===== src/rtl/stage_mem_pkg.sv =====
// -----------------------------------------------------------------------------
// stage_mem_pkg
// Shared definitions for the memory-access pipeline stage: operator codes,
// enable/disable encodings, the MEM stage FSM state encoding and small
// operator-classification helpers used by stage_mem and mem_align.
// -----------------------------------------------------------------------------
package stage_mem_pkg;

   // Operator codes carried down the pipeline from decode
   localparam logic [7:0] OPERATOR_NOP = 8'h00;
   localparam logic [7:0] OPERATOR_ADD = 8'h01;
   localparam logic [7:0] OPERATOR_SUB = 8'h02;
   localparam logic [7:0] OPERATOR_AND = 8'h03;
   localparam logic [7:0] OPERATOR_OR  = 8'h04;
   localparam logic [7:0] OPERATOR_LB  = 8'h20;
   localparam logic [7:0] OPERATOR_LBU = 8'h21;
   localparam logic [7:0] OPERATOR_LH  = 8'h22;
   localparam logic [7:0] OPERATOR_LHU = 8'h23;
   localparam logic [7:0] OPERATOR_LW  = 8'h24;
   localparam logic [7:0] OPERATOR_SB  = 8'h28;
   localparam logic [7:0] OPERATOR_SH  = 8'h29;
   localparam logic [7:0] OPERATOR_SW  = 8'h2A;
   localparam logic [7:0] OPERATOR_LL  = 8'h2C;
   localparam logic [7:0] OPERATOR_SC  = 8'h2D;

   localparam logic RESET_ENABLE  = 1'b1;
   localparam logic WRITE_ENABLE  = 1'b1;
   localparam logic WRITE_DISABLE = 1'b0;
   localparam logic STALL_ENABLE  = 1'b1;
   localparam logic STALL_DISABLE = 1'b0;

   typedef enum logic [1:0] {
      MEM_STATE_IDLE = 2'd0,
      MEM_STATE_WAIT = 2'd1,
      MEM_STATE_DONE = 2'd2
   } mem_state_t;

   function automatic logic op_is_load(input logic [7:0] op);
      return (op == OPERATOR_LB) || (op == OPERATOR_LBU) || (op == OPERATOR_LH) ||
             (op == OPERATOR_LHU) || (op == OPERATOR_LW) || (op == OPERATOR_LL);
   endfunction

   function automatic logic op_is_store(input logic [7:0] op);
      return (op == OPERATOR_SB) || (op == OPERATOR_SH) || (op == OPERATOR_SW) ||
             (op == OPERATOR_SC);
   endfunction

   function automatic logic op_is_mem(input logic [7:0] op);
      return op_is_load(op) || op_is_store(op);
   endfunction

endpackage


===== src/rtl/mem_align.sv =====
// -----------------------------------------------------------------------------
// mem_align
// Combinational big-endian byte-lane logic for the memory stage.
//   i_operator    : operator code (LL treated as LW, SC as SW)
//   i_addr_low    : effective address bits [1:0]
//   i_store_data  : raw store operand
//   i_read_data   : captured bus read word
//   o_byte_select : lane enables, bit 3 = lane [31:24]
//   o_write_data  : store data replicated across lanes
//   o_load_data   : selected lane(s), sign- or zero-extended to 32 bits
// -----------------------------------------------------------------------------
module mem_align
   import stage_mem_pkg::*;
(
   input  logic [7:0]  i_operator,
   input  logic [1:0]  i_addr_low,
   input  logic [31:0] i_store_data,
   input  logic [31:0] i_read_data,
   output logic [3:0]  o_byte_select,
   output logic [31:0] o_write_data,
   output logic [31:0] o_load_data
);

   logic [7:0]  w_byte;
   logic [15:0] w_half;

   always_comb begin
      // Address 0 is the most significant lane
      w_byte = 8'h00;
      case (i_addr_low)
         2'd0:    w_byte = i_read_data[31:24];
         2'd1:    w_byte = i_read_data[23:16];
         2'd2:    w_byte = i_read_data[15:8];
         default: w_byte = i_read_data[7:0];
      endcase
      w_half = i_addr_low[1] ? i_read_data[15:0] : i_read_data[31:16];
   end

   always_comb begin
      o_byte_select = 4'hF;
      o_write_data  = i_store_data;
      o_load_data   = i_read_data;
      case (i_operator)
         OPERATOR_LB, OPERATOR_LBU, OPERATOR_SB: begin
            o_byte_select = 4'b1000 >> i_addr_low;
            o_write_data  = {4{i_store_data[7:0]}};
            o_load_data   = (i_operator == OPERATOR_LB) ? {{24{w_byte[7]}}, w_byte}
                                                        : {24'h000000, w_byte};
         end
         OPERATOR_LH, OPERATOR_LHU, OPERATOR_SH: begin
            // Halfword lane choice uses EA[1] only; EA[0] is ignored
            o_byte_select = i_addr_low[1] ? 4'b0011 : 4'b1100;
            o_write_data  = {2{i_store_data[15:0]}};
            o_load_data   = (i_operator == OPERATOR_LH) ? {{16{w_half[15]}}, w_half}
                                                        : {16'h0000, w_half};
         end
         default: ;
      endcase
   end

endmodule


===== src/rtl/stage_mem.sv =====
// -----------------------------------------------------------------------------
// stage_mem
// Memory-access pipeline stage between the EX/MEM and MEM/WB latches. Decodes
// load/store operators, runs a request/acknowledge bus transaction and holds
// the pipeline with stall_request until the access completes. Register, HI and
// LO writeback fields pass through; loads substitute the aligned bus data.
//
// Ports:
//   clock, reset                 : clock, synchronous active-high reset
//   instruction[15:0]            : signed memory offset
//   operator, operand_a/b        : operator code, base address, store data
//   register_*/register_hi_*/register_lo_* : writeback fields from EX
//   result_*                     : writeback fields to MEM/WB
//   stall_request                : hold upstream stages, bubble MEM/WB
//   bus_request/write/address/byte_select/write_data : registered bus request
//   bus_read_data, bus_acknowledge : bus response (one-cycle ack pulse)
//
// Build option: define MEM_LLSC_EN to add the LL/SC link register. Without it
// LL acts as LW and SC acts as SW that always reports success.
// -----------------------------------------------------------------------------
module stage_mem
   import stage_mem_pkg::*;
(
   input  logic        clock,
   input  logic        reset,
   input  logic [31:0] instruction,
   input  logic [7:0]  operator,
   input  logic [31:0] operand_a,
   input  logic [31:0] operand_b,
   input  logic        register_write_enable,
   input  logic [4:0]  register_write_address,
   input  logic [31:0] register_write_data,
   input  logic        register_hi_write_enable,
   input  logic [31:0] register_hi_write_data,
   input  logic        register_lo_write_enable,
   input  logic [31:0] register_lo_write_data,
   output logic        result_register_write_enable,
   output logic [4:0]  result_register_write_address,
   output logic [31:0] result_register_write_data,
   output logic        result_register_hi_write_enable,
   output logic [31:0] result_register_hi_write_data,
   output logic        result_register_lo_write_enable,
   output logic [31:0] result_register_lo_write_data,
   output logic        stall_request,
   output logic        bus_request,
   output logic        bus_write,
   output logic [31:0] bus_address,
   output logic [3:0]  bus_byte_select,
   output logic [31:0] bus_write_data,
   input  logic [31:0] bus_read_data,
   input  logic        bus_acknowledge
);

   mem_state_t  r_state;
   mem_state_t  w_state_next;
   logic        r_bus_request;
   logic        r_bus_write;
   logic [31:0] r_bus_address;
   logic [3:0]  r_bus_byte_select;
   logic [31:0] r_bus_write_data;
   logic [31:0] r_read_data;

   logic [31:0] w_ea;
   logic        w_access;
   logic [31:0] w_sc_result;
   logic [3:0]  w_byte_select;
   logic [31:0] w_write_data;
   logic [31:0] w_load_data;
   logic        w_stall;
   logic        w_unused;

   // Upper instruction bits are decoded elsewhere
   assign w_unused = &{1'b0, instruction[31:16]};

   assign w_ea = operand_a + {{16{instruction[15]}}, instruction[15:0]};

`ifdef MEM_LLSC_EN
   logic r_link;

   // A failed SC never touches the bus and never stalls
   assign w_access    = op_is_mem(operator) && !((operator == OPERATOR_SC) && !r_link);
   // Link is cleared only at the DONE edge, so it still reads 1 throughout a
   // successful SC
   assign w_sc_result = {31'd0, r_link};

   always_ff @(posedge clock) begin
      if (reset == RESET_ENABLE) begin
         r_link <= 1'b0;
      end else if (r_state == MEM_STATE_DONE) begin
         if (operator == OPERATOR_LL) begin
            r_link <= 1'b1;
         end else if (operator == OPERATOR_SC) begin
            r_link <= 1'b0;
         end
      end
   end
`else
   assign w_access    = op_is_mem(operator);
   assign w_sc_result = 32'd1;
`endif

   mem_align u_mem_align (
      .i_operator    (operator),
      .i_addr_low    (w_ea[1:0]),
      .i_store_data  (operand_b),
      .i_read_data   (r_read_data),
      .o_byte_select (w_byte_select),
      .o_write_data  (w_write_data),
      .o_load_data   (w_load_data)
   );

   always_ff @(posedge clock) begin
      if (reset == RESET_ENABLE) begin
         r_state           <= MEM_STATE_IDLE;
         r_bus_request     <= 1'b0;
         r_bus_write       <= 1'b0;
         r_bus_address     <= 32'd0;
         r_bus_byte_select <= 4'd0;
         r_bus_write_data  <= 32'd0;
         r_read_data       <= 32'd0;
      end else begin
         r_state <= w_state_next;
         case (r_state)
            MEM_STATE_IDLE: begin
               if (w_access) begin
                  r_bus_request     <= 1'b1;
                  r_bus_write       <= op_is_store(operator);
                  r_bus_address     <= {w_ea[31:2], 2'b00};
                  r_bus_byte_select <= w_byte_select;
                  r_bus_write_data  <= w_write_data;
               end
            end
            MEM_STATE_WAIT: begin
               if (bus_acknowledge) begin
                  r_read_data   <= bus_read_data;
                  r_bus_request <= 1'b0;
               end
            end
            default: ;
         endcase
      end
   end

   always_comb begin
      w_state_next = r_state;
      w_stall      = STALL_DISABLE;
      case (r_state)
         MEM_STATE_IDLE: begin
            if (w_access) begin
               w_stall      = STALL_ENABLE;
               w_state_next = MEM_STATE_WAIT;
            end
         end
         MEM_STATE_WAIT: begin
            w_stall = STALL_ENABLE;
            if (bus_acknowledge) begin
               w_state_next = MEM_STATE_DONE;
            end
         end
         // DONE releases the stall, so the upstream latch advances this edge
         default: w_state_next = MEM_STATE_IDLE;
      endcase
   end

   always_comb begin
      result_register_write_data = register_write_data;
      if (op_is_load(operator)) begin
         result_register_write_data = w_load_data;
      end else if (operator == OPERATOR_SC) begin
         result_register_write_data = w_sc_result;
      end
   end

   assign result_register_write_enable    = register_write_enable;
   assign result_register_write_address   = register_write_address;
   assign result_register_hi_write_enable = register_hi_write_enable;
   assign result_register_hi_write_data   = register_hi_write_data;
   assign result_register_lo_write_enable = register_lo_write_enable;
   assign result_register_lo_write_data   = register_lo_write_data;

   assign stall_request   = w_stall;
   assign bus_request     = r_bus_request;
   assign bus_write       = r_bus_write;
   assign bus_address     = r_bus_address;
   assign bus_byte_select = r_bus_byte_select;
   assign bus_write_data  = r_bus_write_data;

endmodule


===== config.mk =====
export PLATFORM = sky130hd
export DESIGN_NAME = stage_mem
export DESIGN_NICKNAME = d
export VERILOG_FILES = /design/src/rtl/stage_mem_pkg.sv /design/src/rtl/mem_align.sv /design/src/rtl/stage_mem.sv
export SDC_FILE = /design/constraint.sdc
export NUM_CORES = 1
export LEC_CHECK = 0
export BUFFER_PORTS_ARGS = -buffer_cell sky130_fd_sc_hd__buf_2
export CORE_AREA = 5 5 158 160
export CTS_BUF_LIST = sky130_fd_sc_hd__clkbuf_8
export DETAILED_ROUTE_END_ITERATION = 12
export DIE_AREA = 0 0 163 165
export PLACE_DENSITY = 0.64
export SYNTH_ARGS = -nofsm -noshare
export SYNTH_HDL_FRONTEND = slang
export SYNTH_SLANG_ARGS = --single-unit

===== constraint.sdc =====
create_clock -name clock -period 6.7 [get_ports clock]
set_input_delay 0 -clock clock [delete_from_list [all_inputs] [get_ports clock]]
set_output_delay 0 -clock clock [all_outputs]
set_load 0.005 [all_outputs]

== Yosys cells after proc, flatten, opt, wreduce, memory -nomap -nowiden ==
Cells that the tools add are included.
Operators by class
  $add $sub $neg: 1
  eq/ne operators: 15
  shifts and indexed selects: 1
  muxes and demuxes: 18
  reductions and logical operators: 18
Operators by type and width (count)
  32-bit two-way mux: 4
  32-bit case mux with 2 select lines: 2
  8-bit by 6-bit equality test with 1-bit output (second input constant): 10
  32-bit adder: 1
  8-bit case mux with 3 select lines: 1
  16-bit two-way mux: 1
  1-bit logical OR: 9
  4-bit case mux with 2 select lines: 1
  2-bit AND reduction: 3
  3-bit OR reduction: 2
  2-bit by 1-bit equality test with 1-bit output (second input constant): 2
  2-bit zero test: 2
  2-bit two-way mux: 2
  4-bit two-way mux: 1
  2-bit inequality test (second input constant): 2
  1-bit case mux with 2 select lines: 2
  2-bit case mux with 2 select lines: 1
  4-bit by 2-bit >> shifter with 4-bit output (first input constant): 1
  1-bit two-way mux: 3
  3-bit AND reduction: 1
  2-bit equality test (second input constant): 1
  2-bit nonzero test: 1
Word-level totals
  flip-flop bits (word level): 102
  input port bits: 243
  output and inout port bits: 175
  word-level logic and storage cells: 60

== Depth between registers and ports, before layout ==
Gate-level depths: netlist (run 1).
  word-level depth: 9
  gate-level depth with buffers: 12
  gate-level depth less buffers: 9

== By module ==
Synthesis (run 1) repeated with hierarchy kept, for this count alone.
Unflattened totals
  cell total of the unflattened synthesis: 1011
  area total of the unflattened synthesis: 7487.2 sq um
Modules (own cells, without submodules)
  stage_mem: times used 1, cells an instance 814, area each 6202.2 sq um, sequential area each 2042.0 sq um
  mem_align: times used 1, cells an instance 197, area each 1285.0 sq um, sequential area each 0.0 sq um

== Worst setup path after synthesis (run 1) ==
No wires, ideal clock.
  path kind: input to output
  start: input port instruction[0]
  end: output port result_register_write_data[20]
  arrival: 2.329 ns
  required time: 6.700 ns
  setup slack: 4.371 ns
  stages on the path: 12
  path buffers: 3
  cells stage by stage: ha_1 > fa_1 > clkbuf_1 > inv_1 > nand2_1 > o311ai_4 > or4_1 > buf_2 > o31a_4 > buf_6 > a21oi_1 > a21o_1
On the way
  word-level cells in the longest chain between the ends: 6
  elaborated cells on any way between the ends: 10
  those cells by class: add/sub (1); eq/ne (2); mux (6); reduce/logical (1)
Ends and longest elaborated chain
  start, declared: line stage_mem.sv:26  | input logic [31:0] instruction,
  32-bit adder (*): line stage_mem.sv:75  | assign w_ea = operand_a + {{16{instruction[15]}}, instruction[15:0]};
  2-bit equality test, or another cell as far along: line mem_align.sv:30  | case (i_addr_low)
  8-bit case mux with 3 select lines: line mem_align.sv:30
  32-bit two-way mux: line mem_align.sv:47  | o_load_data = (i_operator == OPERATOR_LB) ? {{24{w_byte[7]}}, w_byte}
  32-bit case mux with 2 select lines (*): line mem_align.sv:43  | case (i_operator)
  32-bit two-way mux (*): line stage_mem.sv:167  | if (op_is_load(operator)) begin
  end, declared: line stage_mem.sv:39  | output logic [31:0] result_register_write_data,
Mark *: on every way between the ends. The rest lies on a longest branch, timed or not.

== Worst setup path in the final report (run 1) ==
  start: input port instruction[0]
  end: output port result_register_write_data[28]
Same word-level chain as after synthesis.

==> metrics, run 1 <==
status=finished clean; CTS tree=done; Max IR drop VDD=0.1030 mV; Max Transition Viols Final=0; pin count of the biggest net entering global routing=66; RSZ-0062 raised after global routing=false; asr flop ratio synth=0%; endpoints failing hold=0; LEAKAGE=4.052 nW; Main synth FF type=dfxtp_1; Clock H-tree levels=3; Die Ht=165 um; f_max=313.7 MHz; P&R area growth vs syn=26.60%; number of flops mapped to enable cells by yosys=0; DR pass1 iterations=5; pwr/cell area=156.1 nW/um^2; antenna violations before repair=0; DR WL/cell=17.59 um; Syn Inst Count=955; register area=2042 um^2; post-CTS resize count=0; part of the cycle the worst path needs=47.58%; Min-Delay Path Class=input port to output port; sequential share of the synthesized area=28.98%; die area=26900 um^2; fin crit period=3.188 ns; synthesized flop and latch total=102; vias in the first global route=7411; leading cell type in the layout, fill and taps excluded=buf_2; startpoint types=input port; Total Nets Final=1447; routed vias=7747; DP HPWL=19290 um; worst reg2reg path depth=5; Clock Tree Root=clkbuf_8; Worst Path Arrival=3.19 ns; Critical Path Fanout Max=16; Final Wtd Congestion=0.9236; Placement Rows=56; yosys warns=0; port buffer count=255; Mapped Area=7046 um^2; layout cells sized above 1=25.15%; Slew @ Worst Pin=1.217 ns; number of max-cap violations=0; filler cell count=2453; drt initial violations=730; worst hold slack=0.000001429 ns; # DRC=0; endpoint type of the worst setup path=output port; Rel. slew slack=18.89%; Syn Area/Cell=7.377 um^2; Die Wd=163 um; Hold Path Stages=0; TNS Setup=0 ns; Final Power=1.393 mW; CTS buffer count=9; GRT overflow=0; drt via density=5.175; CTS Buffer Depth=2; CTS sink count=102; Crit Path Class=input port to output port; initial core utilization=30.29%; GRT Util Overall=18.51%; most frequent cells in the layout=buf_2, nand2_1, a21oi_1; Clock Skew=0.01878 ns; area of the multi-input gates=4203 um^2; clk_lat worst skew=0.39 ns; Yosys cell types=61; # IOs=418; first-pass GRT wire length=39680 um; WL final=26340 um; worst path required time=6.70 ns; Final ANT Viol Nets=0; setup violators final=0; total core area=23260 um^2
[worst max-delay path, stage by stage]
cell	delay (ns)
buf_2	0.10
ha_1	0.22
fa_1	0.99
inv_1	0.28
nand2_1	0.18
o311ai_4	0.12
or4_1	0.63
o31a_4	0.26
a21oi_1	0.19
a21o_1	0.11
buf_2	0.11
[cells by family (layout without fill, tap and decap cells)]
family	Yosys count	count (layout)	share of synthesized area [%]
buffers and inverters	138	359	11.72
other	1	3	0.05323
adders and majority gates	32	32	5.789
DFF	102	102	28.98
and+or+nand+nor	325	325	20.07
AOI/OAI and AO/OA	311	311	27.21
xor gates and xnor gates	22	22	2.735
muxes	24	24	3.445
[state kept, by name (all words and copies together) (netlist names)]
signal,count
bus_byte_select,4
r_read_data,32
bus_write,1
r_state,2
bus_write_data,32
bus_request,1
bus_address,30
[where the power goes]
part           internal [mW]  switching [mW]
Combinational          0.165           0.198
Sequential             0.618         0.00747
Clock                  0.152           0.251
[Yosys cell counts (11+ instances only)]
library cell	count	area (um^2)
dfxtp_1	102	2042
a21oi_1	144	720.7
xor2_1	11	96.34
buf_4	75	563.0
clkbuf_1	41	153.9
nand2_1	197	739.5
a211oi_1	14	105.1
nor3_1	14	70.07
a21o_1	39	292.8
nor2_1	58	217.7
o21ai_0	47	235.2
ha_1	31	387.9
a221oi_1	13	113.9
xnor2_1	11	96.34
mux2i_1	22	220.2
[per-stage QoR]
step / worst slack, ns / util [%] / std cells / instance area, um^2
2_1_floorplan: 4.371 / - / 956 / 7049
3_3_place_gp: 3.536 / 34.45 / 1409 / 8014
3_5_place_dp: 3.519 / 34.45 / 1409 / 8014
4_1_cts: 3.506 / 38.33 / 1496 / 8917
5_1_grt: 3.301 / 38.33 / 1496 / 8917
6_report: 3.512 / 38.34 / 1497 / 8920
[timing repair]
action                                 4_1_cts  5_1_grt
setup buffers                                0        0
endpoints found under the hold margin       65        0
hold buffers                                71        0
[final cells by class]
type | count | share of cell area [%]
multi-input cells | 716 | 47.12
diodes | 1 | 0.02805
flip-flops and latches | 102 | 22.89
clock buffers | 10 | 1.543
inverters | 9 | 0.3787
clock inverters | 6 | 0.6172
repair buffers | 334 | 22.95
well taps | 319 | 4.475
[per-layer routing]
metal  vias up  share of wire (%)  GRT usage (%)
met5         -                  0              0
met4         0                3.0          7.129
met3        65                8.6          3.469
met2       391                 47          30.64
met1      3566                 41          23.95
li1       3725                  -              -
[path summary, 6_finish.rpt]
| path | from | endpoint | slack (ns) |
|---|---|---|---|
| worst max-delay path | instruction[0] | result_register_write_data[28] | 3.51 |
| worst min-delay path | register_hi_write_data[6] | result_register_hi_write_data[6] | 0.000001 |
| worst max register to register | r_state[1]$_SDFFE_PP0P_ | bus_write_data[27]$_SDFFE_PP0P_ | 4.07 |
| worst min register to register | bus_address[13]$_SDFFE_PP0P_ | bus_address[13]$_SDFFE_PP0P_ | 0.46 |
Power figures use the tool's default switching activity.
==> run 2: changes to the inputs <==
--- a/config.mk
+++ b/config.mk
@@ -6,10 +6,10 @@
 export NUM_CORES = 1
 export LEC_CHECK = 0
 export BUFFER_PORTS_ARGS = -buffer_cell sky130_fd_sc_hd__buf_2
-export CORE_AREA = 5 5 158 160
+export CORE_AREA = 5 5 159 161
 export CTS_BUF_LIST = sky130_fd_sc_hd__clkbuf_8
 export DETAILED_ROUTE_END_ITERATION = 12
-export DIE_AREA = 0 0 163 165
+export DIE_AREA = 0 0 164 166
 export PLACE_DENSITY = 0.64
 export SYNTH_ARGS = -nofsm -noshare
 export SYNTH_HDL_FRONTEND = slang
==> constraint.sdc (replaced) <==
create_clock -name clock -period 3.1 [get_ports clock]
set_input_delay 0 -clock clock [delete_from_list [all_inputs] [get_ports clock]]
set_output_delay 0 -clock clock [all_outputs]
set_load 0.005 [all_outputs]
==> run 2 against run 1 <==
  * Wire length rose by 1.2%
  * Final area rose by 2.1%
  * Critical endpoint is now bus_write_data[25]$_SDFFE_PP0P_
  * Clock skew fell by 0.0060 ns
  * Critical path type is now input port to flip-flop
  * Critical path depth fell by 3
  * Non-clock buffer count rose by 19
  * Utilization fell by 0.12 points
  * Via count fell by 0.37%
  * Worst setup slack got worse by 3.0 ns
==> metrics, run 2 (same netlist as run 1, synthesis figures left out) <==
worst reg2reg path depth=5 (unchanged); RSZ-0062 raised after global routing=false; Crit Path Class=input port to flip-flop; Total Nets Final=1466 (+1.3%); WL final=26640 um (+1.2%); sequential fraction of design power=44.5% (-0.4 points); # IOs=418 (unchanged); CTS Buffer Depth=2 (unchanged); worst hold slack=0.000001445 ns (+0.00000001677 ns); port buffer count=255 (unchanged); setup violators final=0 (unchanged); CTS sink count=102 (unchanged); LEAKAGE=4.166 nW (+2.8%); first-pass GRT wire length=40490 um (+2.1%); Clock H-tree levels=3 (unchanged); fin crit period=2.546 ns; Final ANT Viol Nets=0 (unchanged); post-CTS resize count=0 (unchanged); endpoint type of the worst setup path=flip-flop; f_max=392.8 MHz; Top Metal Used=met4; Die Ht=166 um (+0.61%); most frequent cells in the layout=buf_2, nand2_1, a21oi_1; die area=27220 um^2 (+1.2%); routed vias=7718 (-0.37%); Final Power=3.042 mW (+120%); CTS tree=done; # DRC=0 (unchanged); DR pass1 iterations=5 (unchanged); layout cells sized above 1=25.92% (+0.77 points); Critical Path Fanout Max=12 (-4); number of max-cap violations=0 (unchanged); drt initial violations=588 (-19%); Placed Area=8138 um^2 (+1.5%); total core area=23820 um^2 (+2.4%); P_sw=1.016 mW (+120%); Reg clk slew, reported paths=0.13 ns; P&R area growth vs syn=29.25%; post-CTS setup buffers=0 (unchanged); internal power=2.026 mW (+120%); Clock Skew=0.01273 ns (-0.006042 ns); metal2 WL=12450 um (+0.49%); startpoint types=input port; DP HPWL=20190 um (+4.7%); Antenna Diode Count=0 (-1); drt via density=5.078 (-1.9%); TNS Setup=0 ns (unchanged); pwr/cell area=334.0 nW/um^2 (+110%); post-layout util=38.23% (-0.12 points); Sw Ratio=33.39% (+0.57 points); Worst Path Arrival=2.84 ns (-0.35 ns); clk_lat worst skew=0.38 ns (about the same); GRT Util Overall=18.69% (+0.18 points); worst path required time=3.39 ns (-3.31 ns); GRT overflow=0 (unchanged); combinational share of power=26.2% (about the same); finished layout cell area=9106 um^2 (+2.1%); met3 routed WL=2022 um (-11%); Hold Path Stages=0 (unchanged); part of the cycle the worst path needs=82.11%; Min-Delay Path Class=input port to output port; CTS buffer count=9 (unchanged); initial core utilization=29.58% (-0.71 points); filler cell count=2571 (+4.8%); Slew @ Worst Pin=1.084 ns (-0.1323 ns); endpoints failing hold=0 (unchanged); Max Transition Viols Final=0 (unchanged); Max IR drop VDD=0.1765 mV (+71%); leading cell type in the layout, fill and taps excluded=buf_2; DR WL/cell=17.53 um (-0.38%); Post-CTS Hold Buffers=76 (+7.0%); Clock Power Share=29.4% (+0.4 points); Clock Tree Root=clkbuf_8; Die Wd=164 um (+0.61%); met1 WL=11290 um (+3.9%); vias in the first global route=7479 (+0.92%); Final Wtd Congestion=0.8942 (-3.2%); pin count of the biggest net entering global routing=85 (+29%); Rel. slew slack=27.71% (+8.8 points); Placement Rows=57 (+1.8%); antenna violations before repair=0 (unchanged); status=finished clean
==> run 2: cell types whose count changed in the layout (fill, tap and decap cells not counted), sizes merged <==
cell / before / now
buf: 263 / 277
clkinv: 2 / 3
clkinvlp: 2 / 0
clkbuf: 10 / 9
dlygate4sd3: 71 / 76
inv: 11 / 13
diode: 1 / 0
==> run 2: power by group through the flow <==
stage          Combinational [mW]  Sequential, mW  Clock, mW
2_1_floorplan               0.506            1.38          0
4_1_cts                     0.790            1.35      0.937
5_1_grt                     0.874            1.36      0.982
6_report                    0.796            1.35      0.894
3_5_place_dp                0.716            1.38          0
3_3_place_gp                0.711            1.38          0
==> run 2: worst max-delay path: stages <==
cell	delay [ns]
buf_2	0.12
nor4b_4	0.42
nand3_1	0.39
a211o_2	0.59
buf_4	0.22
a221oi_1	0.39
a21oi_1	0.12
dlygate4sd3_1	0.58
==> run 2: path summary, 6_finish.rpt <==
check	from	to	slack, ns
worst max-delay path	operator[4]	bus_write_data[25]$_SDFFE_PP0P_	0.55
worst min-delay path	register_hi_write_data[22]	result_register_hi_write_data[22]	0.000001
worst max register to register	r_state[1]$_SDFFE_PP0P_	bus_write_data[25]$_SDFFE_PP0P_	0.81
worst min register to register	bus_write_data[3]$_SDFFE_PP0P_	bus_write_data[3]$_SDFFE_PP0P_	0.46
==> run 2: metal layers <==
metal  vias to the layer above  global-route usage [%]
li1                       3771                       -
met5                         -                       0
met4                         0                   7.476
met1                      3573                   23.64
met3                        64                   3.698
met2                       310                   31.10
==> run 2: layout make-up <==
| cell class | instances | area (um^2) | share of cell area [%] |
|---|---|---|---|
| Sequential cell | 102 | 2042 | 22.42 |
| Multi-Input combinational cell | 716 | 4203 | 46.15 |
| Clock buffer | 9 | 123.9 | 1.360 |
| Inverter | 9 | 33.78 | 0.3710 |
| Timing Repair Buffer | 353 | 2215 | 24.32 |
| Tap cell | 324 | 405.4 | 4.452 |
| Clock inverter | 7 | 83.83 | 0.9206 |
==> run 2: metrics by stage <==
step	cells	setup WS (ns)
2_1_floorplan	956	0.7707
3_3_place_gp	1428	0.4190
3_5_place_dp	1428	0.4137
4_1_cts	1520	0.5956
5_1_grt	1520	0.4050
6_report	1520	0.5544
==> run 3: changes to the inputs <==
--- a/config.mk
+++ b/config.mk
@@ -6,11 +6,11 @@
 export NUM_CORES = 1
 export LEC_CHECK = 0
 export BUFFER_PORTS_ARGS = -buffer_cell sky130_fd_sc_hd__buf_2
-export CORE_AREA = 5 5 159 161
+export CORE_AREA = 5 5 158 160
 export CTS_BUF_LIST = sky130_fd_sc_hd__clkbuf_8
 export DETAILED_ROUTE_END_ITERATION = 12
-export DIE_AREA = 0 0 164 166
-export PLACE_DENSITY = 0.64
+export DIE_AREA = 0 0 163 165
+export PLACE_DENSITY = 0.67
 export SYNTH_ARGS = -nofsm -noshare
 export SYNTH_HDL_FRONTEND = slang
 export SYNTH_SLANG_ARGS = --single-unit
==> constraint.sdc (replaced) <==
create_clock -name clock -period 2.1 [get_ports clock]
set_input_delay 0 -clock clock [delete_from_list [all_inputs] [get_ports clock]]
set_output_delay 0 -clock clock [all_outputs]
set_load 0.005 [all_outputs]
==> run 3 against run 2 <==
  * The flow now finishes with violations (negative setup slack)
  * Combinational power is 75% higher
  * Sequential share of layout area shrank 2.0 points
  * Flip-flop and latch count did not move
  * Clock power grew 44%
  * Non-clock buffer count up 83
  * Die area decreased by 1.2%
  * Total power is 54% higher
  * Hold slack hardly changed
  * Wire length grew 6.1%
  * First-iteration DRC count increased by 9.5%
==> metrics, run 3 (same netlist as run 1, synthesis figures left out) <==
worst path required time=2.10 ns (-1.29 ns); f_max=470.3 MHz; DR pass1 iterations=8 (+3); Clock Skew=0.02284 ns (+0.01011 ns); met1 WL=12070 um (+6.9%); endpoint type of the worst setup path=output port; # IOs=418 (unchanged); CTS tree=done; drt initial violations=644 (+9.5%); LEAKAGE=4.677 nW (+12%); worst hold slack=0.000001429 ns (-0.00000001677 ns); clk_lat worst skew=0.40 ns (+0.02 ns); antenna violations before repair=0 (unchanged); Placement Rows=56 (-1.8%); most frequent cells in the layout=buf_2, nand2_1, a21oi_1; die area=26900 um^2 (-1.2%); Worst Path Arrival=2.13 ns (-0.71 ns); initial core utilization=30.29% (+0.71 points); R2R Setup Slk=0.15 ns (-0.66 ns); DP HPWL=20870 um (+3.3%); routed vias=8115 (+5.1%); endpoints failing hold=0 (unchanged); DR WL/cell=17.68 um (+0.85%); Crit path largest cell delay=0.58 ns (about the same); Die Ht=165 um (-0.60%); Crit Path Class=input port to output port; Setup WS post-layout=-0.02639 ns (-0.5808 ns); setup violators final=3 (+3); Final Wtd Congestion=0.9572 (+7.0%); CP Cell Sequence=buf_6, ha_4, fa_2, inv_4, nand2_4, o311ai_4, or4_4, buf_4, a21oi_1, a21o_1, buf_2; # DRC=0 (unchanged); Critical Path Fanout Max=5 (-7); P&R area growth vs syn=41.75%; GRT overflow=0 (unchanged); Clock Tree Root=clkbuf_8; leading cell type in the layout, fill and taps excluded=buf_2; Placed Instances=1500 (+5.0%); vias in the first global route=8037 (+7.5%); TNS Setup=-0.04337 ns (-0.04337 ns); port buffer count=255 (unchanged); metal2 WL=13090 um (+5.1%); pwr/cell area=468.5 nW/um^2 (+40%); met3 routed WL=2021 um (about the same); CTS buffer count=9 (unchanged); RSZ-0062 raised after global routing=true; fin crit period=2.126 ns; status=complete, but fails checks; CTS sink count=102 (unchanged); Min-Delay Path Class=input port to output port; startpoint types=input port; drt via density=5.075 (about the same); Clock H-tree levels=3 (unchanged); part of the cycle the worst path needs=101.3%; pin count of the biggest net entering global routing=41 (-52%); GRT Util Overall=19.86% (+1.2 points); first-pass GRT wire length=42460 um (+4.9%); total core area=23260 um^2 (-2.3%); Final ANT Viol Nets=0 (unchanged); Max Transition Viols Final=0 (unchanged); CTS Buffer Depth=2 (unchanged); Top Metal Used=met4; slowest CP cell=fa_2; Die Wd=163 um (-0.61%); final std cells w/o fill=1599 (+5.2%); Max IR drop VDD=0.2646 mV (+50%); violated checks=negative setup slack; filler cell count=2336 (-9.1%); number of max-cap violations=0 (unchanged); Total Nets Final=1550 (+5.7%); layout cells sized above 1=33.28% (+7.4 points); WL final=28260 um (+6.1%); Antenna Diode Count=0 (unchanged)
## run 3: power by group
part           switching (mW)  internal (mW)  total [mW]  leakage, nW
Clock                   0.796          0.498        1.29        0.103
Sequential             0.0254           1.97        2.00        0.824
Combinational           0.698          0.689        1.39         3.75
Total                    1.52           3.16        4.68         4.68
## run 3: metal layers
metal	GRT usage (%)	vias up
met5	0	-
met4	9.379	0
met3	4.317	92
met2	32.00	347
met1	25.32	3739
li1	-	3937
## run 3: layout make-up
| type | instances | area, um^2 | area share (%) |
|---|---|---|---|
| Inverter | 9 | 36.28 | 0.3633 |
| Sequential cell | 102 | 2043 | 20.46 |
| Clock inverter | 6 | 60.06 | 0.6014 |
| Tap cell | 319 | 399.1 | 3.996 |
| Multi-Input combinational cell | 717 | 4392 | 43.97 |
| Timing Repair Buffer | 436 | 2919 | 29.23 |
| Clock buffer | 10 | 137.6 | 1.378 |
## run 3: metrics by stage
| stage | instance area, um^2 | worst slack (ns) | utilization (%) | power (mW) |
|---|---|---|---|---|
| CTS | 9866 | -0.02310 | 42.41 | 4.712 |
| finish | 9987 | -0.02639 | 42.93 | 4.679 |
| detailed placement | 8763 | -0.4402 | 37.67 | 3.261 |
| global placement | 8763 | -0.3736 | 37.67 | 3.248 |
| floorplan | 7082 | 0.008289 | - | 2.796 |
| global route | 9987 | -0.06938 | 42.93 | 4.941 |
## run 3: what timing repair did
item,4_1_cts,5_1_grt
setup endpoints to repair,32,40
pin swaps,5,5
gates resized for setup,27,15
hold endpoints to repair,67,0
cloned,1,2
hold buffers,75,0
buffers inserted,3,2
## run 3: worst max-delay path, delay by kind of cell
kind                     cells  cell delay, ns
adder cells (fa/ha/maj)      2            0.74
AND/OR/NAND/NOR              2            0.54
buffers and inverters        4            0.47
AO/OA/AOI/OAI                3            0.37
## run 3: path summary, 6_finish.rpt
path / depth (start not counted) / end / from
worst max register to register: 5 / bus_write_data[26]$_SDFFE_PP0P_ / r_state[1]$_SDFFE_PP0P_
worst max-delay path: 11 / result_register_write_data[9] / operand_a[0]
worst min register to register: 2 / bus_write_data[6]$_SDFFE_PP0P_ / bus_write_data[6]$_SDFFE_PP0P_
worst min-delay path: 0 / result_register_lo_write_data[29] / register_lo_write_data[29]
